`src/rtl/result_fifo.sv`:
```
// result_fifo: buffers registered (x, z) result pairs from the arithmetic stage and
// presents them downstream over a ready/valid handshake. Pairs offered while the
// buffer is full are dropped and flagged on the sticky ovf output.
// Optional feature macro: RESULT_FIFO_CHECKSUM_EN enables a running XOR checksum
// of every accepted pair; when undefined, checksum is tied to zero.
module result_fifo #(
    parameter int unsigned DATAWIDTH = 32,
    parameter int unsigned DEPTH     = 4,
    localparam int unsigned AW       = $clog2(DEPTH)
) (
    input  logic                 Clk,
    input  logic                 Rst,
    input  logic                 in_vld,
    input  logic [DATAWIDTH-1:0] in_x,
    input  logic [DATAWIDTH-1:0] in_z,
    output logic                 in_rdy,
    output logic                 out_vld,
    input  logic                 out_rdy,
    output logic [DATAWIDTH-1:0] out_x,
    output logic [DATAWIDTH-1:0] out_z,
    output logic [AW:0]          count,
    output logic                 ovf,
    input  logic                 ovf_clr,
    output logic [DATAWIDTH-1:0] checksum
);

    localparam logic [AW:0] CountFull = (AW + 1)'(DEPTH);

    logic [DATAWIDTH-1:0] mem_x_q [DEPTH];
    logic [DATAWIDTH-1:0] mem_z_q [DEPTH];
    logic [AW-1:0]        wr_ptr_q, rd_ptr_q;
    logic [AW:0]          count_q, count_d;
    logic                 ovf_q, ovf_d;
    logic                 push, pop, drop;

    // Handshake flags derive from the occupancy count alone; no in->out bypass.
    assign in_rdy  = (count_q != CountFull);
    assign out_vld = (count_q != '0);
    assign out_x   = mem_x_q[rd_ptr_q];
    assign out_z   = mem_z_q[rd_ptr_q];
    assign count   = count_q;
    assign ovf     = ovf_q;

    // Full blocks pushes even when a pop happens in the same cycle.
    assign push = in_vld & in_rdy;
    assign pop  = out_vld & out_rdy;
    assign drop = in_vld & ~in_rdy;

    // Next occupancy and sticky overflow; a drop beats a simultaneous clear.
    always_comb begin
        count_d = count_q;
        if (push && !pop) begin
            count_d = count_q + (AW + 1)'(1);
        end else if (pop && !push) begin
            count_d = count_q - (AW + 1)'(1);
        end
        ovf_d = ovf_q;
        if (drop) begin
            ovf_d = 1'b1;
        end else if (ovf_clr) begin
            ovf_d = 1'b0;
        end
    end

    // Storage array: written at wr_ptr on push, fully cleared by reset.
    always_ff @(posedge Clk or negedge Rst) begin
        if (!Rst) begin
            for (int i = 0; i < int'(DEPTH); i++) begin
                mem_x_q[i] <= '0;
                mem_z_q[i] <= '0;
            end
        end else if (push) begin
            mem_x_q[wr_ptr_q] <= in_x;
            mem_z_q[wr_ptr_q] <= in_z;
        end
    end

    // Pointers wrap naturally at DEPTH (power of two); count and ovf registers.
    always_ff @(posedge Clk or negedge Rst) begin
        if (!Rst) begin
            wr_ptr_q <= '0;
            rd_ptr_q <= '0;
            count_q  <= '0;
            ovf_q    <= 1'b0;
        end else begin
            if (push) begin
                wr_ptr_q <= wr_ptr_q + AW'(1);
            end
            if (pop) begin
                rd_ptr_q <= rd_ptr_q + AW'(1);
            end
            count_q <= count_d;
            ovf_q   <= ovf_d;
        end
    end

`ifdef RESULT_FIFO_CHECKSUM_EN
    logic [DATAWIDTH-1:0] checksum_q;

    // Running checksum over accepted pairs only: x ^ rotl(z, 1).
    always_ff @(posedge Clk or negedge Rst) begin
        if (!Rst) begin
            checksum_q <= '0;
        end else if (push) begin
            checksum_q <= checksum_q ^ in_x ^ {in_z[DATAWIDTH-2:0], in_z[DATAWIDTH-1]};
        end
    end

    assign checksum = checksum_q;
`else
    assign checksum = '0;
`endif

endmodule

```
`config.mk`:
```
export PLATFORM = sky130hd
export DESIGN_NAME = result_fifo
export DESIGN_NICKNAME = d
export VERILOG_FILES = /design/src/rtl/result_fifo.sv
export SDC_FILE = /design/constraint.sdc
export NUM_CORES = 1
export LEC_CHECK = 0
export CORE_ASPECT_RATIO = 0.6
export CORE_MARGIN = 1.5
export CORE_UTILIZATION = 30
export CTS_CLUSTER_SIZE = 28
export DETAILED_ROUTE_END_ITERATION = 8
export PLACE_DENSITY = 0.46
export SYNTH_ARGS = -nofsm -noshare
export SYNTH_HDL_FRONTEND = slang
export SYNTH_SLANG_ARGS = --single-unit
```
`constraint.sdc`:
```
create_clock -name Clk -period 2.53 [get_ports Clk]
set_clock_uncertainty 0.1 [all_clocks]
set_input_delay 0.506 -clock Clk [delete_from_list [all_inputs] [get_ports Clk]]
set_output_delay 0.506 -clock Clk [all_outputs]
set_load 0.1 [all_outputs]
```
Word level (Yosys, flattened, before mapping)
Index checks and enable logic that the tools add are counted.
Word-level totals
  logic and storage cells: 48
  input bits: 69
  bits in registers: 264
  output and inout bits: 102
Cells by class
  bitwise operators: 6
  $lt $le $gt $ge: 3
  equality and inequality tests: 1
  muxes and demuxes: 14
  add/subtract/negate cells: 4
  reduce and logical (&&, ||, !) cells: 8
Operators by type and width (number)
  $bwmux W128: 2
  $mux W32: 5
  $bmux W32 S2: 2
  $demux W32 S2: 1
  $ge A3 B3 Y1 const B: 2
  $mux W3: 2
  $not A2 Y3: 2
  $add A2 B1 Y2 const B: 2
  $reduce_bool A2 Y1: 2
  $add A3 B1 Y3 const B: 1
  $and A1 B1 Y1: 3
  $logic_and A1 B1 Y1: 3
  $lt A3 B1 Y1 const B: 1
  $ne A3 B3 Y1 const B: 1
  $reduce_bool A3 Y1: 1
  $sub A3 B1 Y3 const B: 1
  $logic_not A1 Y1: 2
  $mux W1: 2
  $not A1 Y1: 1

Depth between registers and ports, before layout
  depth after elaboration: 6
  mapped depth: 8
  depth with buffers taken out: 8

Worst setup path before layout
No wires, ideal clock.
  path type: register -> register
  start point: register count_q[1], in the netlist count[1]
  end point: register count_q[2], in the netlist count[2]
  arrival time: 2.798 ns
  setup time: 0.162 ns
  period minus slack after synthesis: 3.061 ns
  required time: 2.268 ns
  setup slack: -0.531 ns
  cell stages (with the launch flop): 9
  path buffers: 0
  cells stage by stage: dfrtp_1 > or3_2 > nand2_1 > ha_1 > inv_1 > fa_1 > xor2_1 > nor2_1 > xor2_1
On the way
  cells in the longest elaborated chain, start to end: 5
  elaborated cells between the ends (all ways): 13
  classes of those cells: 2 x add/sub; 1 x eq/ne; 2 x mux; 2 x bitwise; 6 x reduce/logical
RTL lines
  start: declaration: RTL line 32  | logic [AW:0] count_q, count_d;
  start signal: assignment: RTL line 92  | count_q <= count_d;
  $reduce_bool A3 Y1 *: RTL line 38  | assign out_vld = (count_q != '0);
  via out_vld: RTL line 17  | output logic out_vld,
  $and A1 B1 Y1 *: RTL line 46  | assign pop = out_vld & out_rdy;
  $logic_not A1 Y1: RTL line 52  | if (push && !pop) begin
  $logic_and A1 B1 Y1: RTL line 52
  $mux W3 or $reduce_bool A2 Y1 (tied branches)
Mark *: on every way through the listed nets, which the timed path passes. The rest lies on a longest branch. The select of a mux whose other input is x is not followed.
A chain may end at the register's enable or synchronous reset.

Worst setup path after layout
  start point: register rd_ptr_q[0]
  end point: output out_x[3]
On the way
  cells in the longest elaborated chain, start to end: 4
RTL lines
  start: declaration: RTL line 31  | logic [AW-1:0] wr_ptr_q, rd_ptr_q;
  start signal: assignment: RTL line 90  | rd_ptr_q <= rd_ptr_q + AW'(1);
  $not A2 Y3 (implied by the code): RTL line 39  | assign out_x = mem_x_q[rd_ptr_q];
  $bmux W32 S2: RTL line 39
  $mux W32 (implied by the code) (2 in series): RTL line 39
  end: declaration: RTL line 19  | output logic [DATAWIDTH-1:0] out_x,
Every way passes these cells. The select of a mux whose other input is x is not followed.

==> impl_metrics.ini <==
[sta]
rsz0062_at_grt = true
finalSetupViolations = 64
worst_pin_slew_ns = 0.6094
fmax_ghz = 0.3670
holdWs_ns = 0.4007
hold_viol_final = 0
slew_violations = 0
max_slew_margin = 0.5938
worst_slack_ns = -0.1946
period_needed_ns = 2.725
min_period_over_period = 1.077

[floorplan]
rows = 56
die_area_sq_um = 40690
initial_core_util = 0.3038
die_width_microns = 259.4
core-area_sq_um = 38960
ios = 171
die_h_microns = 156.8

[placed_design]
hpwl_mm = 18.78
globalplace.congestion = 0.7543
io_buffers = 138

[final_layout]
multi_input_area_sq_um = 4725
fillCellCount = 3503
area.growth.synth_to_final_pct = 34.44
nets = 945
drive_gt1_frac = 0.5668
diodes = 0
regArea_sq_um = 6620

[outcome]
status = complete, but fails checks
violations = negative setup slack

[clocking]
cts_max_level = 1
clock_sinks = 264
cts_made_buffers = 28
cts_tree = done
clk_path_buf_depth = 3
root_buffer = clkbuf_16
clk_latency_ns = 0.55
clk_pin_slew_ns = 0.06

[yosys]
syn_avg_cell_area_sq_um = 17.15
synth_top_area_share = 0.5583
synth_top_area_cell = dfrtp_1
ys_warn_count = 0
netlist_top_cells_count = 264 x dfrtp_1, 258 x mux2_2, 64 x mux4_2
synth.area.top_cells = dfrtp_1 56%, mux2_2 25%, mux4_2 12%, clkbuf_8 2.8%, buf_4 2.0%
synthArstFlopShare = 1.000
yosysMostFrequentCell = dfrtp_1
synth_area_sq_um = 11830
netlist-cell-type-count = 22
synth_ff_type = dfrtp_1
synth_edf_count = 0
syn_inst = 690
ys_seq_elements = 264
seq_area_frac_synth = 0.5583

[critical_path]
crit_top_cell = buf_12
cp_max_fo = 7
r2r-start = count[1]$_DFFE_PN0P_
timing.rr.end = count[2]$_DFFE_PN0P_
cp-end-kind = output pin
cp.required_ns = 1.92
max_stage_delay_ns = 0.58
critPathArrivalTime_ns = 2.12
crit_type = flop to output pin
rrSetupSlack_ns = 0.24
cp-start-kind = flop
worst_r2r_path_depth = 8
crit_path_end = out_x[3]
startpoint = rd_ptr_q[0]$_DFFE_PN0P_
slowest_stage = mux4_2
path_cells = buf_12, buf_16, mux4_2, buf_12

[routing]
drt-wirelength-per-cell_microns = 20.55
drc = 0
ant_nets = 0
drt-initial-drc-count = 224
wl_mm = 29.04
via_per_inst = 4.625
dr_total_vias = 6535
first_pass_iters = 4

[grt]
antenna_found_initial = 0
grt_start_max_net_pins = 72
grt_pass1_vias = 7500
grt_usage = 0.1442
overflow = 0
grt_pass1_wl_mm = 44.90

[job]
cap_viol_max_count = 0

[min_path]
hp-class = flop to flop
hp-start = mem_x_q[25]$_DFFE_PN0P_
==> flip-flops by register name (all words and copies together) (netlist names) <==
register,count
wr_ptr_q,2
ovf,1
rd_ptr_q,2
mem_z_q,128
mem_x_q,128
count,3
==> cell type report <==
type                       instances  share of cell area
tap                              522             0.04105
timing repair buffer             189              0.1817
inverter                           5            0.001180
multi-input combinational        382              0.2970
sequential                       264              0.4161
clock inverter                    14             0.01243
clock buffer                      37             0.05057
==> placed cells by master (no fill, tap or decap), types with 7 or more instances in the layout <==
master	Yosys	layout
buf_12	0	88
conb_1	1	32
buf_16	0	7
mux4_2	64	64
dfrtp_1	264	259
mux2_2	258	258
clkbuf_16	0	31
buf_4	32	22
clkbuf_8	24	7
clkdlybuf4s50_1	0	67
==> per-stage QoR <==
step	utilization	instances	worst slack, ns	TNS (ns)	area (sq um)
finish	0.4084	1413	-0.1946	-9.735	15910
global route	0.4084	1413	-0.2655	-14.62	15910
CTS	0.4064	1410	-0.2555	-12.92	15830
global placement	0.3749	1348	0.1686	0	14610
floorplan	-	721	0.003380	0	11970
detailed placement	0.3749	1348	0.1338	0	14610
==> worst min path at each step <==
| stage | endpoint | depth (start not counted) |
|---|---|---|
| after floorplan | count[0]$_DFFE_PN0P_ | 0 |
| after global placement | mem_x_q[35]$_DFFE_PN0P_ | 1 |
| after detailed placement | mem_z_q[48]$_DFFE_PN0P_ | 1 |
| after CTS | mem_z_q[55]$_DFFE_PN0P_ | 1 |
| after global routing | mem_z_q[6]$_DFFE_PN0P_ | 1 |
| final | mem_x_q[25]$_DFFE_PN0P_ | 1 |
==> cells by family (layout without fill, tap and decap cells) <==
logic type / after synthesis / in the layout / synth area share
AOI/OAI and AO/OA: 1 / 1 / 0.0004225
other: 1 / 32 / 0.0003169
adders and majority gates: 6 / 6 / 0.006978
and+or+nand+nor: 15 / 15 / 0.007189
buffers and inverters: 75 / 245 / 0.05509
DFF: 264 / 264 / 0.5583
muxes: 322 / 322 / 0.3673
xor gates and xnor gates: 6 / 6 / 0.004441
==> per-layer routing <==
| layer | vias up | track usage | wire, microns |
|---|---|---|---|
| li1 | 2854 | - | - |
| met1 | 3542 | 0.1857 | 12610 |
| met2 | 99 | 0.2524 | 14920 |
| met3 | 40 | 0.02851 | 1039 |
| met4 | 0 | 0.02824 | 470 |
| met5 | - | 0 | 0 |
==> worst max-delay path, delay by kind of cell, from the launching register on <==
kind / cells / cell delay [ns]
buffers and inverters: 3 / 0.53
flip-flops: 1 / 0.45
multiplexers: 1 / 0.58
==> repair_timing <==
item | CTS | global route
buffers inserted | 6 | 0
gates cloned | 4 | 3
gates resized for setup | 7 | 0
endpoints found under the hold margin | 60 | 0
hold buffers | 1 | 0
endpoints found under the setup margin | 64 | 64
Power is not shown: default switching activity piles up to over one toggle a cycle in this logic, so the estimate is an artifact.
